[src/rtl/display_scan_driver_pkg.sv]
// -----------------------------------------------------------------------------
// display_scan_driver_pkg
//
// Shared definitions for the 4-digit multiplexed 7-segment display blocks.
// All segment patterns are active-low and ordered {g,f,e,d,c,b,a} on bits
// [6:0], so a 0 bit lights the segment.
//
// Contents:
//   SEG_0 .. SEG_9  decimal digit patterns
//   SEG_DASH        shown for non-BCD codes 10..15 (only g lit)
//   SEG_BLANK       all segments off
//   AN_OFF          all anodes off (active-low)
//   DP_OFF          decimal point off (active-low)
//   bcd4_t          four BCD digits, thousands first
//   digit_e         scan slot index, 0 = units .. 3 = thousands
//   anode_for()     active-low one-hot anode pattern for a scan slot
// -----------------------------------------------------------------------------
package display_scan_driver_pkg;

  localparam logic [6:0] SEG_0     = 7'b1000000;
  localparam logic [6:0] SEG_1     = 7'b1111001;
  localparam logic [6:0] SEG_2     = 7'b0100100;
  localparam logic [6:0] SEG_3     = 7'b0110000;
  localparam logic [6:0] SEG_4     = 7'b0011001;
  localparam logic [6:0] SEG_5     = 7'b0010010;
  localparam logic [6:0] SEG_6     = 7'b0000010;
  localparam logic [6:0] SEG_7     = 7'b1111000;
  localparam logic [6:0] SEG_8     = 7'b0000000;
  localparam logic [6:0] SEG_9     = 7'b0010000;
  localparam logic [6:0] SEG_DASH  = 7'b0111111;
  localparam logic [6:0] SEG_BLANK = 7'b1111111;

  localparam logic [3:0] AN_OFF = 4'b1111;
  localparam logic       DP_OFF = 1'b1;

  // Four BCD digits held as one word so capture/transfer is a single move.
  typedef struct packed {
    logic [3:0] mil;
    logic [3:0] cen;
    logic [3:0] dec;
    logic [3:0] uni;
  } bcd4_t;

  // Scan slot order; the numeric value is also the anode bit position.
  typedef enum logic [1:0] {
    DIG_UNI = 2'd0,
    DIG_DEC = 2'd1,
    DIG_CEN = 2'd2,
    DIG_MIL = 2'd3
  } digit_e;

  // Active-low anode pattern selecting exactly one digit.
  function automatic logic [3:0] anode_for(input logic [1:0] idx);
    logic [3:0] onehot;
    onehot = 4'b0001 << idx;
    return ~onehot;
  endfunction

endpackage

[src/rtl/display_scan_driver_bcd_to_7seg.sv]
// -----------------------------------------------------------------------------
// bcd_to_7seg
//
// Purely combinational BCD to 7-segment decoder, active-low outputs.
// Codes 0..9 give the usual digit shapes; 10..15 are not valid BCD and show a
// dash so a bad input is visible on the display rather than silently wrong.
//
// Ports:
//   bcd  in   4-bit BCD code
//   seg  out  7-bit active-low pattern {g,f,e,d,c,b,a}
// -----------------------------------------------------------------------------
module bcd_to_7seg
  import display_scan_driver_pkg::*;
(
  input  logic [3:0] bcd,
  output logic [6:0] seg
);

  always_comb begin
    seg = SEG_DASH;
    case (bcd)
      4'd0:    seg = SEG_0;
      4'd1:    seg = SEG_1;
      4'd2:    seg = SEG_2;
      4'd3:    seg = SEG_3;
      4'd4:    seg = SEG_4;
      4'd5:    seg = SEG_5;
      4'd6:    seg = SEG_6;
      4'd7:    seg = SEG_7;
      4'd8:    seg = SEG_8;
      4'd9:    seg = SEG_9;
      default: seg = SEG_DASH;
    endcase
  end

endmodule

[src/rtl/display_scan_driver.sv]
// -----------------------------------------------------------------------------
// display_scan_driver
//
// Time-multiplexed driver for a 4-digit common-anode 7-segment display.
// A prescaler divides clk into digit slots of REFRESH_DIV cycles; four slots
// make one frame (units, tens, hundreds, thousands). The first BLANK_CYC
// cycles of every slot keep all anodes off so the previous digit's segment
// pattern never ghosts onto the next digit.
//
// New digit values are captured on a load strobe into a pending register and
// only transferred to the display register at the end of a frame, so a frame
// never shows a mix of old and new digits.
//
// Parameters:
//   REFRESH_DIV  clk cycles per digit slot (>= 4)
//   BLANK_CYC    anode-off cycles at the start of each slot (<= REFRESH_DIV-1)
//
// Ports:
//   clk       in   system clock, rising edge
//   rst_n     in   asynchronous active-low reset
//   uni       in   BCD units digit
//   dec       in   BCD tens digit
//   cen       in   BCD hundreds digit
//   mil       in   BCD thousands digit
//   load      in   single-cycle strobe capturing uni/dec/cen/mil
//   blank_lz  in   leading-zero suppression enable (live, not frame-aligned)
//   an        out  active-low anodes, an[0] = units .. an[3] = thousands
//   seg       out  active-low segments {g,f,e,d,c,b,a}
//   dp        out  active-low decimal point, always off
//
// an and seg are registered: they reflect the prescaler count and digit index
// of the previous cycle.
// -----------------------------------------------------------------------------
module display_scan_driver
  import display_scan_driver_pkg::*;
#(
  parameter int REFRESH_DIV = 50000,
  parameter int BLANK_CYC   = 500
) (
  input  logic       clk,
  input  logic       rst_n,
  input  logic [3:0] uni,
  input  logic [3:0] dec,
  input  logic [3:0] cen,
  input  logic [3:0] mil,
  input  logic       load,
  input  logic       blank_lz,
  output logic [3:0] an,
  output logic [6:0] seg,
  output logic       dp
);

  localparam int             CW        = $clog2(REFRESH_DIV);
  localparam logic [CW-1:0]  CNT_MAX   = CW'(REFRESH_DIV - 1);
  localparam logic [CW-1:0]  BLANK_END = CW'(BLANK_CYC);

  // ---------------------------------------------------------------------------
  // Scan timing
  // ---------------------------------------------------------------------------
  logic [CW-1:0] count;
  logic [1:0]    idx;
  logic          tick;
  logic          frame_end;

  assign tick      = (count == CNT_MAX);
  // The tick taken in the thousands slot closes the frame.
  assign frame_end = tick && (idx == DIG_MIL);

  always_ff @(posedge clk or negedge rst_n) begin
    if (!rst_n) begin
      count <= '0;
      idx   <= '0;
    end else begin
      if (tick) begin
        count <= '0;
        idx   <= idx + 2'd1;
      end else begin
        count <= count + 1'b1;
      end
    end
  end

  // ---------------------------------------------------------------------------
  // Pending / display registers
  // ---------------------------------------------------------------------------
  bcd4_t in_bcd;
  bcd4_t pend;
  bcd4_t disp;
  logic  pend_vld;

  assign in_bcd = {mil, cen, dec, uni};

  always_ff @(posedge clk or negedge rst_n) begin
    if (!rst_n) begin
      pend     <= '0;
      pend_vld <= 1'b0;
      disp     <= '0;
    end else if (frame_end) begin
      // A load landing exactly on the boundary is newer than anything pending,
      // so it bypasses the pending register and the pending value is dropped.
      if (load) begin
        disp     <= in_bcd;
        pend_vld <= 1'b0;
      end else if (pend_vld) begin
        disp     <= pend;
        pend_vld <= 1'b0;
      end
    end else if (load) begin
      // Later loads in the same frame simply overwrite; only the last survives.
      pend     <= in_bcd;
      pend_vld <= 1'b1;
    end
  end

  // ---------------------------------------------------------------------------
  // Digit select, leading-zero suppression and decode
  // ---------------------------------------------------------------------------
  logic [3:0] digit;
  logic       lead_zero;
  logic [6:0] dec_seg;
  logic [6:0] seg_next;
  logic [3:0] an_next;

  // lead_zero marks a digit that is zero along with every digit above it.
  // The units slot never sets it, so a value of 0 still shows a single "0".
  always_comb begin
    digit     = disp.uni;
    lead_zero = 1'b0;
    case (idx)
      DIG_UNI: begin
        digit     = disp.uni;
        lead_zero = 1'b0;
      end
      DIG_DEC: begin
        digit     = disp.dec;
        lead_zero = (disp.mil == 4'd0) && (disp.cen == 4'd0) && (disp.dec == 4'd0);
      end
      DIG_CEN: begin
        digit     = disp.cen;
        lead_zero = (disp.mil == 4'd0) && (disp.cen == 4'd0);
      end
      DIG_MIL: begin
        digit     = disp.mil;
        lead_zero = (disp.mil == 4'd0);
      end
      default: begin
        digit     = disp.uni;
        lead_zero = 1'b0;
      end
    endcase
  end

  bcd_to_7seg u_decode (
    .bcd (digit),
    .seg (dec_seg)
  );

  always_comb begin
    seg_next = (blank_lz && lead_zero) ? SEG_BLANK : dec_seg;
    // Anodes stay off for the first BLANK_CYC cycles of every slot.
    an_next  = (count >= BLANK_END) ? anode_for(idx) : AN_OFF;
  end

  // ---------------------------------------------------------------------------
  // Output registers
  // ---------------------------------------------------------------------------
  always_ff @(posedge clk or negedge rst_n) begin
    if (!rst_n) begin
      an  <= AN_OFF;
      seg <= SEG_BLANK;
    end else begin
      an  <= an_next;
      seg <= seg_next;
    end
  end

  assign dp = DP_OFF;

endmodule

[config.mk]
export PLATFORM = sky130hd
export DESIGN_NAME = display_scan_driver
export DESIGN_NICKNAME = d
export VERILOG_FILES = /design/src/rtl/display_scan_driver_pkg.sv /design/src/rtl/display_scan_driver_bcd_to_7seg.sv /design/src/rtl/display_scan_driver.sv
export SDC_FILE = /design/constraint.sdc
export NUM_CORES = 1
export LEC_CHECK = 0
export ABC_AREA = 1
export CAP_MARGIN = 5
export CELL_PAD_IN_SITES_DETAIL_PLACEMENT = 1
export CELL_PAD_IN_SITES_GLOBAL_PLACEMENT = 2
export CORE_MARGIN = 4
export CORE_UTILIZATION = 36
export DETAILED_ROUTE_END_ITERATION = 6
export PLACE_DENSITY = 0.88
export SYNTH_ARGS = -nofsm -noshare
export SYNTH_HDL_FRONTEND = slang
export SYNTH_HIERARCHICAL = 1
export SYNTH_SLANG_ARGS = --single-unit
[constraint.sdc]
create_clock -name clk -period 4.6 [get_ports clk]
set_input_delay 0.92 -clock clk [delete_from_list [all_inputs] [get_ports clk]]
set_output_delay 0.92 -clock clk [all_outputs]
set_load 0.05 [all_outputs]
==> results.yml, run 1 <==
timing:
  finalHoldWorstSlack_ps: 476.7
  setup-tns-final_ps: 0
  worst_slew_pin_slew_ps: 920.0
  slew_headroom_pct: 38.60
  finalCritPeriodShare_pct: 58.57
  hold_viol: 0
  max_freq_mhz: 371.2
  skew_ps: 11.01
  grt_setup_unrepaired: "false"
  period_needed_ps: 2694
  finalMaxSlewViolations: 0
  setup_viol: 0
detailed_routing:
  vias: 2821
  drtAntennaViolNets: 0
  drt_iter0_drc: 61
  wl_per_cell_microns: 13.24
  post-route-drc-count: 0
  drt_wl_total_microns: 8012
  via_per_inst: 4.663
  first_pass_iters: 4
power:
  peakVddDrop_mv: 0.1455
  power.density_nw_per_um2: 300.7
  fin_total_pwr_w: 0.001208
  p_leak_nw: 2.122
cts:
  cts-root-buf: "clkbuf_8"
  cts-resized-gates: 0
  htree_levels: 3
  clock_latency_ps: 340
  cts_setup_buffers: 0
  clk_pin_slew_ps: 70
  cts_tree: "done"
  cts_sinks: 62
  numCtsBuffers: 9
  cts.path.max_buffers: 2
  cts_hold_buffers: 0
setup_path:
  crit_type: "flip-flop to flip-flop"
  start_kind: "flip-flop"
  path_cells: "ha_1 > inv_1 > o21ai_0 > a21oi_1 > o21ai_0 > inv_2 > nand2_2 > nand2_2 > nand2_1 > inv_1 > nand2_1"
  arrival_ps: 2970
  cpMaxStageDelayCell: "ha_1"
  cp-startpoint: "idx[0]$_DFFE_PN0N_"
  path_buf_inv: 3
  path_delay_family: "compound AO/OA/AOI/OAI gates"
  end_kind: "flip-flop"
  worstPathMaxFanout: 23
  critPathMaxStageDelay_ps: 770
  crit_required_ps: 4880
  r2r-start: "idx[0]$_DFFE_PN0N_"
logic_synthesis:
  synth_fp_nets: 477
  yosysMostFrequentCell: "nand2_1"
  syn_inst: 445
  yosys_warnings: 6
  ys_seq_area_share_pct: 45.79
  synthDistinctLibCells: 33
  ys_ff_latch: 62
  synth_commonest_cells: "176 x nand2_1, 51 x dfrtp_1, 45 x inv_1"
  async_flop_share_pct: 100.0
  synth_top_area_share_pct: 37.34
  synthFlopType: "dfrtp_1"
  syn_avg_cell_area_sq_um: 7.682
  yosysTopAreaCell: "dfrtp_1"
  syn_area_sq_um: 3418
  yosys-top-cells-area: "dfrtp_1 37%, nand2_1 19%, dfstp_2 8.5%"
  synth_edf_count: 0
floorplanning:
  start_util_pct: 36.99
  die_h_microns: 105.4
  rows: 35
  core_sq_um: 9240
  die_area_sq_um: 11120
  io_pins: 32
  die_w_microns: 105.4
global_route:
  overflow: 0
  grt_use_total_pct: 15.84
  grt_max_degree: 63
  grt_pass1_vias: 2965
  grt_pass1_wl_microns: 14280
  antenna_found_initial: 0
placed_design:
  port_buffers: 30
  dp_hpwl_microns: 5615
  placed_cell_area_sq_um: 3785
  place_congestion: 0.8434
final_layout:
  syn_to_final_growth_pct: 17.57
  final_util_pct: 43.49
  fin_area_sq_um: 4019
  drive_gt1_share_pct: 11.34
  diodes: 0
  fillers: 1144
  nets: 503
status:
  status: "completed"
job:
  cap_viol_max_count: 0
hold_path:
  hold_start: "pend[1]$_DFFE_PN0P_"
  min_path_type: "flip-flop to flip-flop"
-- logic make-up after synthesis --
family / share of synthesized area [%]
AOI/OAI and AO/OA: 2.745
other: 0.1097
adders and majority gates: 4.392
xor gates and xnor gates: 1.537
DFF: 45.79
and+or+nand+nor: 37.08
buffers and inverters: 8.345
-- placed cells by master, fill, tap and decap left out, types with 6 or more instances in the layout --
cell / n
a21oi_1: 7
clkbuf_8: 12
clkdlybuf4s50_1: 29
dfrtp_1: 51
dfstp_2: 11
ha_1: 12
inv_1: 45
nand2_1: 176
nand2_2: 14
nand3_1: 30
nand4_1: 19
nor2_1: 28
o21ai_0: 7
xor2_1: 6
-- area by class of cell --
type                    instances  area (sq um)  area share, %
flip-flops and latches         62          1565          38.95
clock inverters                 3         65.06          1.619
repair buffers                 32         310.3          7.721
inverters                      48         180.2          4.483
multi-input cells             318          1568          39.01
well taps                     129         161.4          4.016
clock buffers                  13         168.9          4.203
-- power by group --
group | leakage (nW) | total, W | switching (W) | internal (W)
Clock | 0.120 | 0.000572 | 0.000222 | 0.000349
Sequential | 0.779 | 0.000566 | 0.00000774 | 0.000558
Combinational | 1.22 | 0.0000710 | 0.0000423 | 0.0000286
Total | 2.12 | 0.00121 | 0.000272 | 0.000936
-- worst register-to-register path: stages (launching register included) --
cell     delay [ps]
dfrtp_1         390
ha_1            770
inv_1           150
o21ai_0         200
a21oi_1          60
o21ai_0         530
inv_2           150
nand2_2         120
nand2_2          80
nand2_1         100
inv_1            40
nand2_1          60
-- sequential cells by signal (all words and copies together), names as in the netlist --
| signal | cells |
|---|---|
| pend_vld | 1 |
| seg | 7 |
| disp | 16 |
| idx | 2 |
| an | 4 |
| count | 16 |
| pend | 16 |
-- per-layer routing --
metal  track usage (%)  wire, microns
met1             20.93           3913
met2             25.50           3708
met3             2.694            237
met4             6.935            153
met5                 0              0
-- stage by stage --
step | setup slack [ps] | instances
finish | 1906 | 605
global route | 1469 | 605
CTS | 1876 | 605
detailed placement | 1932 | 589
global placement | 1997 | 589
floorplan | 2614 | 445
-- final timing paths --
check	cells after the start	slack, ps	to
max	11	1910	seg[5]$_DFF_PN1_
min	2	480	pend[1]$_DFFE_PN0P_
max reg2reg	11	1910	seg[5]$_DFF_PN1_
min reg2reg	2	480	pend[1]$_DFFE_PN0P_
max in group asynchronous	2	3330	idx[1]$_DFFE_PN0N_
min in group asynchronous	2	760	pend[12]$_DFFE_PN0P_
No activity file was read; power rests on OpenSTA's default activity.
==> run 2: changes to the inputs <==
--- a/config.mk
+++ b/config.mk
@@ -10,9 +10,9 @@
 export CELL_PAD_IN_SITES_DETAIL_PLACEMENT = 1
 export CELL_PAD_IN_SITES_GLOBAL_PLACEMENT = 2
 export CORE_MARGIN = 4
-export CORE_UTILIZATION = 36
+export CORE_UTILIZATION = 30
 export DETAILED_ROUTE_END_ITERATION = 6
-export PLACE_DENSITY = 0.88
+export PLACE_DENSITY = 0.79
 export SYNTH_ARGS = -nofsm -noshare
 export SYNTH_HDL_FRONTEND = slang
 export SYNTH_HIERARCHICAL = 1
==> constraint.sdc (replaced) <==
create_clock -name clk -period 2.45 [get_ports clk]
set_input_delay 0.49 -clock clk [delete_from_list [all_inputs] [get_ports clk]]
set_output_delay 0.49 -clock clk [all_outputs]
set_load 0.05 [all_outputs]
==> run 2 against run 1 <==
  * Register-to-register slack got worse by 1600 ps
  * Sequential share of layout area decreased by 1.3 points
  * Die area increased by 18%
  * Critical endpoint is now seg[3]$_DFF_PN1_
  * Largest cell class unchanged
  * Largest power group unchanged
  * Highest routed layer unchanged
==> results.yml, run 2 (synthesized netlist as in run 1, its figures left out) <==
cts:
  cts.path.max_buffers: 2
  cts-root-buf: "clkbuf_16"
  cts_setup_buffers: 0
  clk_pin_slew_ps: 50
  cts_sinks: 62
  cts_tree: "done"
  clock_latency_ps: 330
  cts_hold_buffers: 0
  numCtsBuffers: 9
  htree_levels: 3
timing:
  skew_ps: 7.889
  finalCritPeriodShare_pct: 87.13
  worst_slew_pin_slew_ps: 532.3
  grt_setup_unrepaired: "false"
  worst_slack_ps: 315.2
  setup-tns-final_ps: 0
  max_freq_mhz: 468.4
  hold_viol: 0
  slew_headroom_pct: 64.14
  finalMaxSlewViolations: 0
  setup_viol: 0
  period_needed_ps: 2135
final_layout:
  final_util_pct: 37.87
  nets: 509
  mostFrequentLayoutCell: "nand2_1"
  diodes: 0
  top_regs: "count: 16 flops, disp: 16 flops, pend: 16 flops"
  instances_no_fill: 622
  drive_gt1_share_pct: 12.24
  most-common-layout-cells: "176 x nand2_1, 51 x dfrtp_1, 45 x inv_1"
  syn_to_final_growth_pct: 21.67
detailed_routing:
  vias: 2817
  drtAntennaViolNets: 0
  post-route-drc-count: 0
  wl_met1_microns: 3995
  first_pass_iters: 4
  drt_wl_total_microns: 7909
  wl_met2_microns: 3473
  drt_iter0_drc: 80
  via_per_inst: 4.529
  route.met3.wl_microns: 308
  routed.top_layer: "met4"
  wl_per_cell_microns: 12.72
placed_design:
  dp_cells: 606
  port_buffers: 30
  post-place-ws_ps: 195.8
  dp_hpwl_microns: 5757
  place_congestion: 0.7603
floorplanning:
  io_pins: 32
  core_sq_um: 10980
  rows: 38
  start_util_pct: 31.12
  die_h_microns: 114.7
  die_w_microns: 114.7
  die_area_sq_um: 13170
setup_path:
  r2r-start: "idx[0]$_DFFE_PN0N_"
  end_kind: "flip-flop"
  worstReg2RegEnd: "seg[3]$_DFF_PN1_"
  r2r_slack_ps: 320
  crit_type: "flip-flop to flip-flop"
  arrival_ps: 2390
  cp-startpoint: "idx[0]$_DFFE_PN0N_"
  crit_required_ps: 2710
  start_kind: "flip-flop"
  r2r_cells: 11
  worstPathMaxFanout: 9
  crit_end: "seg[3]$_DFF_PN1_"
global_route:
  antenna_found_initial: 0
  grt_max_degree: 63
  overflow: 0
  grt_use_total_pct: 13.52
  grt_pass1_vias: 2901
  grt_pass1_wl_microns: 14150
power:
  peakVddDrop_mv: 0.3263
  power.density_nw_per_um2: 598.2
  p_leak_nw: 2.183
hold_path:
  min_path_type: "input port to asynchronous set/reset pin"
status:
  status: "completed"
job:
  cap_viol_max_count: 0
[run 2: cell count changes in the layout (fill, tap and decap cells not counted)]
cell        delta
clkbuf_8      -10
clkbuf_16      +9
buf_12         +1
o21ai_0        -1
clkinvlp_4     +1
bufinv_16      -1
o21ai_1        +1
buf_4          +5
clkbuf_1       +1
[run 2: area by class of cell]
class / count / area, sq um
Fill cell: 1340 / 6824
Clock inverter: 3 / 42.54
Multi-Input combinational cell: 318 / 1568
Tap cell: 140 / 175.2
Inverter: 48 / 180.2
Clock buffer: 13 / 260.3
Timing Repair Buffer: 38 / 367.9
Sequential cell: 62 / 1565
[run 2: stage by stage]
step | cell area, sq um | power, W | hold WS [ps]
2_1_floorplan | 3418 | 0.001148 | 194.4
3_3_place_gp | 3856 | 0.001218 | 453.7
3_5_place_dp | 3856 | 0.001221 | 461.2
4_1_cts | 4159 | 0.002534 | 188.1
5_1_grt | 4159 | 0.002611 | 216.8
6_report | 4159 | 0.002488 | 172.0
[run 2: how the worst min path moves through the flow]
stage,start,to,slack [ps],depth (start not counted)
after floorplan,rst_n,count[0]$_DFF_PN0_,190,0
after global placement,pend[0]$_DFFE_PN0P_,pend[0]$_DFFE_PN0P_,450,2
after detailed placement,pend[0]$_DFFE_PN0P_,pend[0]$_DFFE_PN0P_,460,2
after CTS,rst_n,count[1]$_DFF_PN0_,190,2
after global routing,rst_n,count[0]$_DFF_PN0_,220,2
final,rst_n,pend[12]$_DFFE_PN0P_,170,2
[run 2: timing repair]
| action | CTS | global route |
|---|---|---|
| endpoints found under the hold margin | 0 | 0 |
| gates resized for setup | 0 | 1 |
| endpoints found under the setup margin | 0 | 1 |
[run 2: power breakdown]
part	internal (W)	leakage [nW]	switching, W	total, W
sequential	0.00105	0.779	0.0000140	0.00106
clock	0.000841	0.146	0.000448	0.00129
combinational	0.0000572	1.26	0.0000783	0.000136
[run 2: layer usage]
| metal | vias up | track usage, % |
|---|---|---|
| met2 | 46 | 20.72 |
| met1 | 1310 | 18.42 |
| met3 | 10 | 3.368 |
| li1 | 1451 | - |
| met4 | 0 | 5.321 |
| met5 | - | 0 |
[run 2: worst max-delay path, cell delays in order, from the launching register on]
cell and delay (ps):
dfrtp_1 400, inv_1 150, ha_1 360, a21oi_1 80
a32oi_1 310, inv_1 160, ha_1 290, nand2_1 90
nand3_1 80, nand2_1 70, inv_1 40, nand2_1 50
==> patch: new RTL, settings of run 1 <==
Change the parameter `REFRESH_DIV` from 50000 to 12500.
--- a/src/rtl/display_scan_driver.sv
+++ b/src/rtl/display_scan_driver.sv
@@ -34,7 +34,7 @@
 module display_scan_driver
   import display_scan_driver_pkg::*;
 #(
-  parameter int REFRESH_DIV = 50000,
+  parameter int REFRESH_DIV = 12500,
   parameter int BLANK_CYC   = 500
 ) (
   input  logic       clk,
Function: same outputs for any inputs over 10 cycles, from zero or initial values and one cycle with rst_n low; that may be too few to reach the edited logic, so the function may still have changed.
==> patch against run 1 <==
Total power down 7.7%; count of clock-buffer cells in the layout up 2; worst setup slack better by 0.079 ns; global-route usage down 1.4 points; utilization up 0.10 points; cell area down 4.0%; area after synthesis down 3.2%; fmax up 3.0%; sequential cell count down 2; die area down 3.0%; wire length down 6.5%; critical endpoint is now disp[1]$_DFFE_PN0P_; largest cell class is now sequential cells.
==> patch: results (changes against run 1) <==
| Parameter | This run | Unit | Delta |
|:---|:---|:---|:---|
| Outcome | finished clean | - |  |
| Maximum number of pins on one net before global-route repair | 61 | - | -3.2% |
| Relative contribution of the clock network to total power | 45.0 | % | -2.3 points |
| Via Count | 2754 | - | -2.4% |
| Master of the slowest instance on the critical path | or2_1 | - |  |
| Largest stage delay, worst path | 0.53 | ns | -0.24 ns |
| Depth of the most critical reg-to-reg path | 10 | - | -1 |
| Area contributors post-synth | dfrtp_1, nand2_1, dfstp_2 | - |  |
| Total met3 wirelength after detailed routing | 261 | um | +10% |
| Number of violations reported at the end of detailed-routing iteration 0 | 96 | - | +57% |
| Top cells by instance count after synthesis | nand2_1, inv_1, dfrtp_1 | - |  |
| Synthesized netlist net count | 466 | - | -2.3% |
| Flop-to-flop setup slack | 2.11 | ns | +0.20 ns |
| Launching instance or port of the critical path | load | - |  |
| First-pass GRT wire length | 12700 | um | -11% |
| Aggregate global-route resource usage | 14.4 | % | -1.4 points |
| Arrival time at the worst endpoint | 2.84 | ns | -0.13 ns |
| Routed WL per cell | 13.1 | um | -1.3% |
| Post-DP HPWL | 5440 | um | -3.1% |
| IR Drop Worst-Case VDD | 0.000126 | V | -14% |
| Sequential cell area fraction in the yosys report | 45.8 | % | about the same |
| Category of cells accounting for the largest share of critical-path delay | simple AND/OR/NAND/NOR gates | - |  |
| Fraction of final layout cells sized beyond drive strength 1 | 9.46 | % | -1.9 points |
| Worst Tran Pin Value | 0.961 | ns | +0.0414 ns |
| Met1 demand-to-capacity share in global routing | 18.8 | % | -2.2 points |
| Reported combinational group power | 0.0669 | mW | -5.8% |
-- patch: area by class of cell --
class | instances | area, sq um | share of cell area [%]
inverter | 59 | 221 | 5.74
clock buffer | 15 | 176 | 4.57
multi-input combinational | 297 | 1460 | 37.9
clock inverter | 1 | 30.0 | 0.778
tap | 108 | 135 | 3.50
timing repair buffer | 33 | 318 | 8.24
sequential | 60 | 1520 | 39.3
-- patch: through the flow --
step	setup WS [ns]	instance area [sq um]	utilization, %	instances
2_1_floorplan	2.57	3310	-	434
3_3_place_gp	1.73	3650	41.3	557
3_5_place_dp	1.64	3650	41.3	557
4_1_cts	1.99	3860	43.6	573
5_1_grt	1.81	3860	43.6	573
6_report	1.99	3860	43.6	573
-- patch: logic make-up (layout without fill, tap and decap cells) --
kind of cell	Yosys count	count (layout)	share of synthesized area, %
and+or+nand+nor	244	244	33.0
xor gates and xnor gates	3	3	0.794
AOI/OAI and AO/OA	37	37	5.75
other	1	1	0.113
buffers and inverters	77	108	10.0
adders and majority gates	12	12	4.54
DFF	60	60	45.8
